<file path="src/rtl/rx_word_align_pkg.sv">
// Shared types and constants for the RX word aligner: word width from the
// serializer tree depth, the alignment FSM states and the training pattern.
`ifndef SERDES_STAGES
`define SERDES_STAGES 2
`endif

package rx_word_align_pkg;

  localparam int STAGES_DEF = `SERDES_STAGES;
  localparam int W_DEF      = 2 ** STAGES_DEF;

  typedef enum logic [1:0] {
    IDLE    = 2'd0,
    SEARCH  = 2'd1,
    CONFIRM = 2'd2,
    LOCKED  = 2'd3
  } state_e;

  // Lower w/2 bits set, upper w/2 clear: the only rotation of this word that
  // equals itself is the identity, so the match offset is unambiguous.
  function automatic logic [63:0] gen_pattern(input int unsigned w);
    return (64'd1 << (w / 2)) - 64'd1;
  endfunction

endpackage

</file>
<file path="src/rtl/rx_word_align_word_rot_sel.sv">
// Picks one W-bit window out of two concatenated raw words at a given bit
// offset; bit 0 of the result is the earliest bit on the wire.
module rx_word_align_word_rot_sel
  import rx_word_align_pkg::*;
#(
  parameter int W  = W_DEF,
  parameter int SW = 2
) (
  input  logic [2*W-1:0] cat_i,
  input  logic [SW-1:0]  sel_i,
  output logic [W-1:0]   win_o
);

  logic [2*W-1:0] shifted;

  assign shifted = cat_i >> sel_i;
  assign win_o   = shifted[W-1:0];

endmodule

</file>
<file path="src/rtl/rx_word_align.sv">
// Finds the TX word boundary in the raw deserializer stream from a training
// pattern and emits re-aligned words once the offset has been confirmed.
module rx_word_align
  import rx_word_align_pkg::*;
#(
  parameter int STAGES     = STAGES_DEF,
  parameter int LOCK_COUNT = 8,
  localparam int W  = 2 ** STAGES,
  localparam int SW = (W > 1) ? $clog2(W) : 1,
  localparam int CW = $clog2(LOCK_COUNT + 1)
) (
  input  logic          clk,
  input  logic          rstb,
  input  logic [W-1:0]  din,
  input  logic          din_valid,
  input  logic          train_en,
  input  logic          relock,
  output logic [W-1:0]  dout,
  output logic          dout_valid,
  output logic          locked,
  output logic [SW-1:0] shift,
  output logic          err
);

  localparam logic [W-1:0] PATTERN = W'(gen_pattern(W));

  state_e        state_q;
  logic [W-1:0]  prev_q;
  logic          prev_vld_q;
  logic [CW-1:0] cnt_q;
  logic [CW-1:0] cnt_d;
  logic          cnt_done;
  logic [W-1:0]  dout_q;
  logic          dout_valid_q;
  logic          locked_q;
  logic [SW-1:0] shift_q;
  logic          err_q;

  logic [2*W-1:0] cat;
  logic [W-1:0]   match;
  logic [W-1:0]   win_sel;
  logic           match_sel;
  logic           hit_any;
  logic [SW-1:0]  hit_k;

  assign cat = {din, prev_q};

  // Every candidate offset is evaluated in parallel against the pattern.
  for (genvar k = 0; k < W; k++) begin : g_cand
    logic [W-1:0] win_k;
    rx_word_align_word_rot_sel #(.W(W), .SW(SW)) u_cand (
      .cat_i (cat),
      .sel_i (SW'(k)),
      .win_o (win_k)
    );
    assign match[k] = prev_vld_q && (win_k == PATTERN);
  end

  rx_word_align_word_rot_sel #(.W(W), .SW(SW)) u_out_sel (
    .cat_i (cat),
    .sel_i (shift_q),
    .win_o (win_sel)
  );

  assign match_sel = match[shift_q];

  always_comb begin
    hit_any = |match;
    hit_k   = '0;
    for (int k = W - 1; k >= 0; k--) begin
      if (match[k]) hit_k = SW'(k);
    end
  end

  // cnt only reaches LOCK_COUNT on the locking edge, so cnt_d never wraps.
  assign cnt_d    = cnt_q + 1'b1;
  assign cnt_done = (cnt_d == CW'(LOCK_COUNT));

  always_ff @(posedge clk or negedge rstb) begin
    if (!rstb) begin
      state_q      <= IDLE;
      prev_q       <= '0;
      prev_vld_q   <= 1'b0;
      cnt_q        <= '0;
      dout_q       <= '0;
      dout_valid_q <= 1'b0;
      locked_q     <= 1'b0;
      shift_q      <= '0;
      err_q        <= 1'b0;
    end else begin
      dout_valid_q <= 1'b0;
      if (relock) begin
        state_q    <= train_en ? SEARCH : IDLE;
        locked_q   <= 1'b0;
        cnt_q      <= '0;
        err_q      <= 1'b0;
        prev_vld_q <= 1'b0;
        if (din_valid) prev_q <= din;
      end else if (din_valid) begin
        prev_q     <= din;
        prev_vld_q <= 1'b1;
        case (state_q)
          IDLE: begin
            locked_q <= 1'b0;
            if (train_en) state_q <= SEARCH;
          end
          SEARCH: begin
            if (!train_en) begin
              state_q <= IDLE;
            end else if (hit_any) begin
              shift_q <= hit_k;
              cnt_q   <= CW'(1);
              if (LOCK_COUNT == 1) begin
                state_q  <= LOCKED;
                locked_q <= 1'b1;
              end else begin
                state_q <= CONFIRM;
              end
            end
          end
          CONFIRM: begin
            if (!train_en) begin
              state_q <= IDLE;
              cnt_q   <= '0;
            end else if (match_sel) begin
              cnt_q <= cnt_d;
              if (cnt_done) begin
                state_q  <= LOCKED;
                locked_q <= 1'b1;
              end
            end else begin
              cnt_q   <= '0;
              state_q <= SEARCH;
            end
          end
          LOCKED: begin
            dout_q       <= win_sel;
            dout_valid_q <= 1'b1;
            if (train_en && !match_sel) err_q <= 1'b1;
          end
          default: state_q <= IDLE;
        endcase
      end
    end
  end

  assign dout       = dout_q;
  assign dout_valid = dout_valid_q;
  assign locked     = locked_q;
  assign shift      = shift_q;
  assign err        = err_q;

endmodule

</file>
<file path="config.mk">
export PLATFORM = sky130hd
export DESIGN_NAME = rx_word_align
export DESIGN_NICKNAME = d
export VERILOG_FILES = /design/src/rtl/rx_word_align_pkg.sv /design/src/rtl/rx_word_align_word_rot_sel.sv /design/src/rtl/rx_word_align.sv
export SDC_FILE = /design/constraint.sdc
export NUM_CORES = 1
export LEC_CHECK = 0
export ABC_AREA = 1
export CAP_MARGIN = 5
export CORE_MARGIN = 4
export CORE_UTILIZATION = 42
export CTS_CLUSTER_DIAMETER = 50
export DETAILED_ROUTE_END_ITERATION = 16
export GPL_ROUTABILITY_DRIVEN = 0
export PLACE_DENSITY = 0.73
export SKIP_CTS_REPAIR_TIMING = 1
export SYNTH_ARGS = -nofsm -noshare
export SYNTH_HDL_FRONTEND = slang
export SYNTH_SLANG_ARGS = --single-unit
</file>
<file path="constraint.sdc">
create_clock -name clk -period 1.4 [get_ports clk]
set_input_delay 0.21 -clock clk [delete_from_list [all_inputs] [get_ports clk]]
set_output_delay 0.21 -clock clk [all_outputs]
set_load 0.05 [all_outputs]
</file>
Yosys cells after proc, flatten, opt, wreduce, memory -nomap -nowiden --
Index checks and enable logic that the tools add are counted.
Operators by class: reductions and logical operators 20, bitwise logic cells 1, equal/unequal tests 16, mux-type cells 38, magnitude comparators 1, shifts and indexed selects 1, add/sub/neg operators 1
Operators by type and width (number):
- 2-bit 2-to-1 mux | 12
- 4-bit 2-to-1 mux | 6
- 3-bit != test (second input constant) | 6
- 4-bit by 2-bit == test with 1-bit output (second input constant) | 4
- 1-bit 2-to-1 mux | 16
- 5-bit AND reduction | 3
- 4-bit one-hot mux with 2 select lines | 1
- 8-bit by 2-bit right shift with 4-bit output | 1
- 2-bit one-hot mux with 3 select lines | 1
- 3-bit AND reduction | 2
- 2-bit nonzero test | 3
- 3-bit nonzero test | 2
- 1-bit logical AND | 5
- 5-bit != test (second input constant) | 1
- 4-bit by 1-bit adder with 4-bit output (second input constant) | 1
- 2-bit == test (second input constant) | 2
- 4-bit == test (second input constant) | 1
- 4-bit != test (second input constant) | 1
- 4-bit AND reduction | 1
- 4-bit nonzero test | 1
- 4-bit OR reduction | 1
- 2-bit by 3-bit < comparator with 1-bit output (second input constant) | 1
- 1-bit binary-select mux with 2-bit select | 1
- 2-bit by 1-bit == test with 1-bit output (second input constant) | 1
- other kinds (4) | 4
Word-level totals: input bits 9, bits in registers 20, output and inout port bits 9, word-level logic and storage cells 87

Logic depth before layout (Yosys ltp) --
Gate-level depths: netlist of the first run.
depth after elaboration 10, depth in mapped cells 10, mapped depth without buffers 10

Modules after synthesis --
From an unflattened synthesis of the first run, not the netlist that was laid out.
Unflattened totals: cell total of the unflattened synthesis 333, area, all modules 1883.1 um^2
By module, submodules not included:
- rx_word_align | times used 1, area each 1213.7 um^2, cells each 168
- rx_word_align_word_rot_sel | times used 5, area each 133.9 um^2, cells each 33

Worst setup path after synthesis of the first run --
Ideal clock, no wire load.
kind register to register, start register shift_q[0] (netlist: shift[0]), end register state_q[1], required time 1.280 ns, stages on the path, launching flop included 8, slack -0.097 ns, arrival time 1.377 ns, buffers on the path 0, cells stage by stage dfrtp_1 -> inv_1 -> nand4_1 -> nand3_1 -> nand3_1 -> nor2_2 -> o21ai_0 -> nand2_1
On the way: word-level cells in the longest chain between the ends 7, elaborated cells on any way between the ends 9
Ends and longest elaborated chain:
- start, declared | RTL line rx_word_align.sv:36 | logic [SW-1:0] shift_q;
- start signal, assigned | RTL line rx_word_align.sv:111 | shift_q <= hit_k;
- 1-bit binary-select mux with 2-bit select * | RTL line rx_word_align.sv:65 | assign match_sel = match[shift_q];
- 1-bit 2-to-1 mux (not written as such) * | RTL line rx_word_align.sv:65
- 2-bit 2-to-1 mux | RTL line rx_word_align.sv:125 | end else if (match_sel) begin
- 2-bit 2-to-1 mux | RTL line rx_word_align.sv:122 | if (!train_en) begin
- 2-bit one-hot mux with 3 select lines | RTL line rx_word_align.sv:102 | case (state_q)
- 2-bit 2-to-1 mux | RTL line rx_word_align.sv:99 | end else if (din_valid) begin
- 2-bit 2-to-1 mux | RTL line rx_word_align.sv:92 | if (relock) begin
- end signal, assigned | RTL line rx_word_align.sv:93 | state_q <= train_en ? SEARCH : IDLE;
- end, declared | RTL line rx_word_align.sv:27 | state_e state_q;
Mark *: on every way between the ends. The rest lies on a longest branch, timed or not. The select of a mux whose other input is x is not followed. A chain may end at the register's enable or synchronous reset.

Worst setup path in the final report of the first run --
start register state_q[0], end register cnt_q[3]
On the way: word-level cells in the longest chain between the ends 4, elaborated cells on any way between the ends 9
Ends and longest elaborated chain:
- 2-bit == test or 2-bit by 1-bit == test with 1-bit output (tied branches) | RTL line rx_word_align.sv:102
- 4-bit one-hot mux with 2 select lines | RTL line rx_word_align.sv:102
- 4-bit 2-to-1 mux | RTL line rx_word_align.sv:99
- 4-bit 2-to-1 mux | RTL line rx_word_align.sv:92
- end signal, assigned | RTL line rx_word_align.sv:126 | cnt_q <= cnt_d;
- end, declared | RTL line rx_word_align.sv:30 | logic [CW-1:0] cnt_q;
Parallel ways exist; a longest one is shown, timed or not. The select of a mux whose other input is x is not followed.

==> results of run 1 <==
[routing by layer]
metal | vias to the layer above | wire length [um] | part of all wire, % | track usage [%]
li1 | 681 | - | - | -
met1 | 658 | 1730 | 42 | 22.4
met2 | 76 | 2000 | 48 | 28.9
met3 | 9 | 311 | 7.5 | 2.66
met4 | 0 | 82 | 2.0 | 5.93
met5 | - | 0 | 0 | 0
[sequential cells by signal, indices dropped and copies added, names as in the netlist]
name,count
locked,1
prev_vld_q,1
cnt_q,4
err,1
shift,2
state_q,2
dout,4
dout_valid,1
prev_q,4
[layout make-up]
type / count / area share (%)
clock buffer: 3 / 1.06
timing repair buffer: 50 / 25.3
tap: 31 / 1.83
inverter: 26 / 4.95
sequential: 20 / 23.9
multi-input combinational: 127 / 43.0
[worst max-delay path, stage by stage, from the launching register on]
cell and delay (ps):
dfrtp_1 440, buf_6 140, ha_4 180, a31oi_4 210, nand3_4 120, nor2_4 170
nand3_1 110, nand2_1 70
[power by group through the flow]
stage | Clock, mW | Combinational (mW) | Sequential, mW
final | 0.285 | 1.44 | 0.813
after global routing | 0.312 | 1.52 | 0.822
after CTS | 0.279 | 1.02 | 0.785
after detailed placement | 0 | 1.02 | 0.798
after global placement | 0 | 0.977 | 0.791
after floorplan | 0 | 0.401 | 0.931
[layout by cell type, fill, tap and decap left out, types with 4 or more instances in the layout]
cell             count
nor2_2               5
nor2_1               9
nand2_2              5
o21ai_0             19
clkdlybuf4s50_1      7
buf_12               9
inv_1               17
ha_4                 4
nor2_4               7
nand3_2             11
nand2_1             34
dfrtp_1             14
buf_6                7
dfrtp_2              6
buf_4               26
a21oi_1              4
inv_2                6
o21ai_1              5
[cell families after synthesis]
family	Yosys count
XOR/XNOR	1
adder cells (fa/ha/maj)	5
AND/OR/NAND/NOR	84
AO/OA/AOI/OAI	37
buffers and inverters	29
flip-flops	20
[worst max-delay path by stage]
| stage | from | end | slack [ps] | cells past startpoint |
|---|---|---|---|---|
| after global placement | din[0] | state_q[1] | -250 | 9 |
| after global routing | prev_q[3] | state_q[0] | -170 | 9 |
| after floorplan | state_q[1] | cnt_q[3] | 70 | 7 |
| after detailed placement | din[0] | state_q[0] | -330 | 10 |
| after CTS | state_q[1] | shift[0] | -170 | 6 |
| final | state_q[0] | cnt_q[3] | -100 | 7 |
==> summary.txt, run 1 <==
Route
  • Number of nets with antenna violations after routing: 0
  • DR iter-0 viols: 107
  • Wirelength, routed: 4120 um
  • DR vias: 1424
  • Remaining DRCs: 0
  • DR pass1 iterations: 4
  • WL/cell: 16.0 um
  • Vias/cell: 5.54

Synth
  • Largest cells by area after synthesis: dfrtp_1 39%, nand2_1 11%, o21ai_0 9.3%, inv_1 7.0%, nand3_1 5.0%
  • Async S/R FF share, synth: 100%
  • Post-Synth Simple-Gate Area: 30.6%
  • Cell count after synthesis: 176
  • Netlist cell types: 28
  • Synth warnings: 0
  • Syn_nets: 190
  • Number of synthesized flops with an enable pin: 0
  • Synthesized area per cell: 7.33 um2
  • Ys flop type: dfrtp_1
  • Top cell type's share of synthesized area: 38.8%
  • Seq cells post-synth: 20
  • Synth cell count leaders: 39 x nand2_1, 24 x inv_1, 24 x o21ai_0
  • Yosys top cell by area: dfrtp_1
  • Synthesized cell area: 0.00129 mm2
  • Post-synthesis mux area share: 0%
  • Synth Area in Compound Gates: 15.4%
  • Register area share after synthesis: 38.8%
  • Top-count cell post-synth: nand2_1
  • Largest family of logic cells by synthesized area: simple AND/OR/NAND/NOR gates
  • Post-Synth Adder-Cell Area: 4.85%
  • Synth Area in XOR/XNOR: 0.679%

Layout
  • Final cell count without fillers: 257
  • Area of the multi-input gates: 912 um2
  • Fillcell total: 186
  • Register area: 508 um2
  • Layout cell share with drive strength beyond 1: 46.0%
  • Final net count: 242
  • Antenna Diode Count: 0
  • Final Util: 74.4%
  • P&R area growth vs syn: 64.6%
  • Finished Cell Area: 0.00212 mm2

Worst setup path
  • Arrival @ worst endpoint: 1760 ps
  • Crit start category: flop
  • WP data required: 1660 ps
  • Register-to-Register Path Depth: 7
  • Crit path max fanout: 4
  • Worst r2r dst: cnt_q[3]
  • Worst r2r src: state_q[0]
  • Register-to-register setup slack: -100 ps
  • Crit. End Element: flop
  • CP Class: reg -> reg

Power
  • Psw: 1.09 mW
  • Total chip power: 2.54 mW
  • Combinational power share: 56.7%
  • Power density over the cells: 1190 mW/mm2
  • Switch share: 43.0%
  • Int Power: 1.44 mW
  • Clock power frac: 11.3%
  • Worst IR Drop VDD: 0.000790 V
  • Part of the power in registers: 32.1%
  • Static leakage: 0.969 nW

Floorplan
  • Die height: 63.4 um
  • Io pins: 18
  • FP Rows: 19
  • Core ar.: 0.00285 mm2
  • Die X: 63.4 um
  • Starting Density: 45.2%
  • Die ar.: 0.00402 mm2

Timing
  • Hold Worst Slack: 229 ps
  • Final Hold Violating Endpoints: 0
  • Fin. max-slew vios: 0
  • RSZ-0062 raised after global routing: yes
  • Relative slew slack: 77.4%
  • Post-route clock period utilization: 107%
  • Final min period: 1500 ps
  • Sum of negative setup slack: -578 ps
  • Final setup margin: -102 ps
  • Clock Skew: 1.01 ps
  • Worst slew pin tran: 336 ps
  • Max Fclk: 666 MHz
  • Final setup vio count: 8

Place
  • Placed wire-length estimate: 2520 um
  • Dpl cells: 245
  • Port Buffers: 17
  • Place WS: -330 ps
  • Placed cell areas: 0.00175 mm2

CTS
  • CTS Buf Count: 3
  • Clock Latency Late Sink: 310 ps
  • Worst-path clk slew: 110 ps
  • CTS root buf: clkbuf_4
  • H-tree levels: 1
  • TritonCTS clock tree: yes
  • CTS max path bufs: 2
  • CTS sink cnt: 20

Global route
  • Pin count of the biggest net entering global routing: 21
  • Total grt overflow: 0
  • Gr usage total: 17.2%
  • First-pass GRT wire length: 5580 um
  • Vias in the first global route: 1269
  • Initial antenna violation count: 0

Status
  • Status: complete, but fails checks
  • Failing checks: setup timing

Run
  • Max-cap violations: 0

Min path
  • Hold Crit Class: in -> async
No activity file was read; power rests on OpenSTA's default activity.
==> run 2, diff against run 1 <==
- ABC_CLOCK_PERIOD_IN_PS: not set -> 1400
- HOLD_SLACK_MARGIN: not set -> 0.15
==> results of run 2 <==
Same layout as run 1: the final DEF is identical, and so are final timing and power.
